$ cat config.mk
export PLATFORM = sky130hd
export DESIGN_NAME = mem_access_unit
export DESIGN_NICKNAME = d
export VERILOG_FILES = /design/src/rtl/mem_access_unit.sv
export SDC_FILE = /design/constraint.sdc
export NUM_CORES = 1
export LEC_CHECK = 0
export CORE_ASPECT_RATIO = 1.75
export CORE_UTILIZATION = 40
export CTS_CLUSTER_SIZE = 12
export DETAILED_ROUTE_END_ITERATION = 6
export PLACE_DENSITY = 0.71
export SLEW_MARGIN = 20
export SYNTH_ARGS = -nofsm -noshare
export SYNTH_HDL_FRONTEND = slang
export SYNTH_SLANG_ARGS = --single-unit
$ cat constraint.sdc
create_clock -name clk -period 2.8 [get_ports clk]
set_clock_uncertainty 0.1 [all_clocks]
set_input_delay 0.56 -clock clk [delete_from_list [all_inputs] [get_ports clk]]
set_output_delay 0.56 -clock clk [all_outputs]
set_load 0.02 [all_outputs]
$ cat src/rtl/mem_access_unit.sv
// rtl/mem_access_unit.sv - byte/half/word load-store unit in front of a word-wide data memory
// Sub-word stores are read-modify-write; loads are lane-selected and extended.
module mem_access_unit #(
  parameter int MEM_WORDS = 2048
) (
  input  logic        clk,
  input  logic        reset,
  input  logic        req_valid,
  output logic        req_ready,
  input  logic        req_we,
  input  logic [1:0]  req_size,
  input  logic        req_signed,
  input  logic [31:0] req_addr,
  input  logic [31:0] req_wdata,
  output logic        resp_valid,
  output logic [31:0] resp_rdata,
  output logic        resp_error,
  output logic [31:0] mem_a,
  output logic        mem_we,
  output logic [31:0] mem_wd,
  input  logic [31:0] mem_rd
);

  typedef enum logic [2:0] {IDLE, LOAD, MERGE, WRITE, RESP} state_t;

  state_t      state, state_next;
  logic [29:0] word_q;
  logic [1:0]  lane_q;
  logic [1:0]  size_q;
  logic        signed_q;
  logic [31:0] wdata_q;
  logic [31:0] merged_q;
  logic [31:0] result_q;
  logic        error_q;

  logic        req_err;
  logic [7:0]  byte_sel;
  logic [15:0] half_sel;
  logic [31:0] load_value;
  logic [31:0] merge_value;

  always_comb begin
    req_err = 1'b0;
    case (req_size)
      2'b01:   req_err = req_addr[0];
      2'b10:   req_err = (req_addr[1:0] != 2'b00);
      2'b11:   req_err = 1'b1;
      default: req_err = 1'b0;
    endcase
    if (req_addr[31:2] >= 30'(MEM_WORDS)) req_err = 1'b1;
  end

  always_comb begin
    byte_sel   = mem_rd[8*lane_q +: 8];
    half_sel   = lane_q[1] ? mem_rd[31:16] : mem_rd[15:0];
    load_value = mem_rd;
    case (size_q)
      2'b00:   load_value = signed_q ? {{24{byte_sel[7]}}, byte_sel} : {24'h0, byte_sel};
      2'b01:   load_value = signed_q ? {{16{half_sel[15]}}, half_sel} : {16'h0, half_sel};
      default: load_value = mem_rd;
    endcase
  end

  // Only the addressed lane is replaced; the rest of the word is written back as read.
  always_comb begin
    merge_value = mem_rd;
    if (size_q == 2'b00) begin
      merge_value[8*lane_q +: 8] = wdata_q[7:0];
    end else if (lane_q[1]) begin
      merge_value[31:16] = wdata_q[15:0];
    end else begin
      merge_value[15:0] = wdata_q[15:0];
    end
  end

  always_ff @(posedge clk) begin
    if (reset) begin
      state    <= IDLE;
      word_q   <= '0;
      lane_q   <= '0;
      size_q   <= '0;
      signed_q <= 1'b0;
      wdata_q  <= '0;
      merged_q <= '0;
      result_q <= '0;
      error_q  <= 1'b0;
    end else begin
      state <= state_next;
      case (state)
        IDLE: begin
          if (req_valid) begin
            word_q   <= req_addr[31:2];
            lane_q   <= req_addr[1:0];
            size_q   <= req_size;
            signed_q <= req_signed;
            wdata_q  <= req_wdata;
            merged_q <= req_wdata;
            result_q <= '0;
            error_q  <= req_err;
          end
        end
        LOAD:    result_q <= load_value;
        MERGE:   merged_q <= merge_value;
        default: ;
      endcase
    end
  end

  always_comb begin
    state_next = state;
    req_ready  = 1'b0;
    resp_valid = 1'b0;
    resp_rdata = '0;
    resp_error = 1'b0;
    mem_a      = '0;
    mem_we     = 1'b0;
    mem_wd     = '0;
    case (state)
      IDLE: begin
        req_ready = 1'b1;
        if (req_valid) begin
          if (req_err)              state_next = RESP;
          else if (!req_we)         state_next = LOAD;
          else if (req_size == 2'b10) state_next = WRITE;
          else                      state_next = MERGE;
        end
      end
      LOAD: begin
        mem_a      = {word_q, 2'b00};
        state_next = RESP;
      end
      MERGE: begin
        mem_a      = {word_q, 2'b00};
        state_next = WRITE;
      end
      WRITE: begin
        mem_a      = {word_q, 2'b00};
        mem_we     = 1'b1;
        mem_wd     = merged_q;
        state_next = RESP;
      end
      RESP: begin
        resp_valid = 1'b1;
        resp_rdata = result_q;
        resp_error = error_q;
        state_next = IDLE;
      end
      default: state_next = IDLE;
    endcase
    // Reset blanks every output in the same cycle, so an in-flight WRITE never commits.
    if (reset) begin
      req_ready  = 1'b0;
      resp_valid = 1'b0;
      resp_rdata = '0;
      resp_error = 1'b0;
      mem_a      = '0;
      mem_we     = 1'b0;
      mem_wd     = '0;
    end
  end

endmodule

==> impl_metrics.csv <==
group,metric,value,unit
setup_path,required,2140,ps
final_layout,register_area,2380,um^2
clocking,cts.sinks,119,
placed_design,placedCellCount,1128,
worst_hold_path,worstHoldPathType,"reg -> reg",
detailed_routing,drtIter0Drc,471,
logic_synthesis,ys_seq_area_share,38.2,%
floorplan,fp.coreArea,15300,um^2
global_route,grt_usage,28.0,%
floorplan,die_y,167,um
power,power_density,513,nW/um^2
final_layout,final_cell_mix,"nand2_1 (155), clkdlybuf4s50_1 (133), dfxtp_1 (118), and2_1 (95), a21oi_1 (86)",
floorplan,io_pins,203,
power,peakVddDrop,0.000444,V
detailed_routing,wl,22400,um
setup_path,cpPeakStageDelay,640,ps
global_route,grt_max_degree,59,
logic_synthesis,synth_area_leader_cell,"dfxtp_1",
clocking,path_clk_slew,60,ps
outcome,status,"completed",
detailed_routing,drt-pass1-iter-count,7,
detailed_routing,viasPerCell,5.73,
detailed_routing,m1WireLength,7710,um
sta,report.final.slew_viol_count,0,
detailed_routing,post_drt_wl_per_cell,19.3,um
sta,period_needed,2720,ps
global_route,antenna_found_initial,0,
final_layout,drive_above_1_share,8.11,%
floorplan,die_x,96.4,um
logic_synthesis,synth.distinct_cells,56,
logic_synthesis,yosysTopAreaCellShare,38.2,%
clocking,htree_num_levels,4,
logic_synthesis,ys_async_sr_fraction,0,%
setup_path,crit_fanout,30,
job,drv_cap,0,
sta,fmax,368,MHz
sta,relSlewSlack,45.5,%
detailed_routing,met3_length,1610,um
logic_synthesis,synthFlopType,"dfxtp_1",
sta,fin_tns_setup,0,ps
global_route,grt.overflow.total,0,
detailed_routing,antenna_left,0,
detailed_routing,dr_wl_met2,11500,um
setup_path,cp_slowest_cell,"clkdlybuf4s50_1",
logic_synthesis,synth_edf_count,0,
logic_synthesis,synthAdderAreaFrac,1.00,%
setup_path,start_kind,"flip-flop",
sta,setup-violations-final,0,
sta,final_hold_viol_count,0,
global_route,grt_pass1_vias,6245,
logic_synthesis,avgSynthCellArea,7.94,um^2
clocking,clk_latency,420,ps
logic_synthesis,synth.area.top_cells,"dfxtp_1 (38%), and2_1 (9.5%), nand2_1 (9.3%)",
setup_path,crit_chain,"nor2_2 > o21a_1 > buf_12 > and2_1 > clkdlybuf4s50_1",
placed_design,portBuffers,200,
detailed_routing,drc,0,
logic_synthesis,ys_warn_count,0,
clocking,cts_tree,"done",
clocking,cts_made_buffers,17,
clocking,clockBufferDepth,2,
final_layout,antenna_cells,0,
final_layout,final_common_cell,"nand2_1",
logic_synthesis,syn_inst,786,
detailed_routing,vias,6644,
final_layout,final.fill_count,1381,
placed_design,dpl.hpwl,16300,um
clocking,cts_root_buf,"clkbuf_16",
setup_path,worstSetupEndpointType,"output pin",
floorplan,start_util,40.8,%
floorplan,die-area,16100,um^2
logic_synthesis,yosys.area_share.simple,25.7,%
final_layout,fin_nets,1069,
final_layout,synthToLayoutAreaGrowth,47.8,%
floorplan,rows,60,
logic_synthesis,synth_compound_area_share,25.5,%
logic_synthesis,ys_seq_elements,119,
placed_design,gp_congestion,0.936,
logic_synthesis,synth_mux_area_share,3.29,%
final_layout,multi_input_area,3500,um^2
sta,min_period_over_period,97.1,%
setup_path,critPathKind,"reg -> out",
logic_synthesis,synth-xor-area-share,0,%
sta,worst_slew_pin_slew,817,ps
clocking,cts_setup_buffers,0,
setup_path,cp.arrival,2060,ps
final_layout,final_cells,1160,
logic_synthesis,synth_area,6240,um^2
power,p_leak,0.00444,uW
logic_synthesis,synth_top_family_by_area,"simple AND/OR/NAND/NOR gates",
global_route,grt_pass1_wl,33600,um
detailed_routing,routed.top_layer,"met4",
[synthesized netlist by cell type, types with 3 or more instances]
cell type / instances
inv_1: 21
a311oi_1: 16
o2bb2ai_1: 32
a21oi_1: 86
nor2_1: 15
ha_1: 5
a31oi_1: 8
nor4_1: 5
clkbuf_1: 41
buf_2: 20
nor3_1: 9
o211ai_1: 8
and2_1: 95
dfxtp_1: 119
or3_1: 3
o221ai_1: 8
a222oi_1: 8
a221oi_1: 21
nand3_1: 9
o21ai_0: 18
nand2_1: 155
buf_1: 10
a211o_1: 8
nand3b_1: 3
mux2i_1: 16
nor2b_1: 9
[flip-flops by register name, summed over array words and instances, names as in the netlist]
signal    cells
state         3
error_q       1
word_q       30
wdata_q      16
result_q     32
size_q        2
merged_q     32
signed_q      1
lane_q        2
[metrics by stage]
stage | cell area [um^2] | hold slack, ps | setup slack (ps) | power, uW | util, %
detailed placement | 8440 | 342 | 112 | 2470 | 55.1
finish | 9230 | 349 | 79.8 | 4730 | 60.3
global route | 9230 | 366 | -7.80 | 4900 | 60.3
CTS | 9070 | 349 | 1.74 | 4750 | 59.2
floorplan | 6250 | 324 | 169 | 2170 | -
global placement | 8440 | 337 | 131 | 2460 | 55.1
[worst max-delay path, delay by kind of cell, from the launching register on]
kind / cells / cell delay [ps]
AOI/OAI and AO/OA: 1 / 180
buffers and inverters: 2 / 810
DFF: 1 / 350
and+or+nand+nor: 2 / 290
[power by group]
group | switching (uW) | leakage (uW) | internal (uW)
Clock | 867 | 0.000294 | 1420
Sequential | 58.6 | 0.000973 | 1770
Combinational | 335 | 0.00317 | 287
[kinds of logic (layout without fill, tap and decap cells)]
| family | after synthesis | count (layout) |
|---|---|---|
| other | 1 | 2 |
| AO/OA/AOI/OAI | 227 | 227 |
| AND/OR/NAND/NOR | 320 | 320 |
| adder cells (fa/ha/maj) | 5 | 5 |
| buffers and inverters | 95 | 282 |
| flip-flops | 119 | 119 |
| multiplexers | 19 | 19 |
[timing repair]
action | 4_1_cts | 5_1_grt
setup endpoints to repair | 33 | 90
resized for setup | 4 | 64
endpoints found under the hold margin | 0 | 0
pin swaps | 0 | 0
hold buffers | 0 | 0
[per-layer routing]
layer / global-route usage, % / vias up
met5: 0 / -
met4: 17.8 / 0
met3: 6.63 / 85
met2: 47.6 / 356
met1: 30.3 / 3076
li1: - / 3127
[path summary, 6_finish.rpt]
path	start	to	slack (ps)	cells past startpoint
worst min register to register	word_q[0]$_SDFFE_PP0P_	word_q[0]$_SDFFE_PP0P_	350	2
worst max-delay path	state[2]$_SDFFE_PP0P_	mem_a[28]	80	5
worst max register to register	state[1]$_SDFFE_PP0P_	merged_q[9]$_SDFFE_PP0P_	430	5
worst min-delay path	word_q[0]$_SDFFE_PP0P_	word_q[0]$_SDFFE_PP0P_	350	2
[area by class of cell]
cell class                 instances  share of cell area [%]
sequential                       119                    25.8
multi-input combinational        573                    37.9
inverter                          21                   0.854
clock inverter                    15                    2.09
tap                              186                    2.52
timing repair buffer             229                    26.2
clock buffer                      17                    4.61
(Power assumes the default switching activity.)
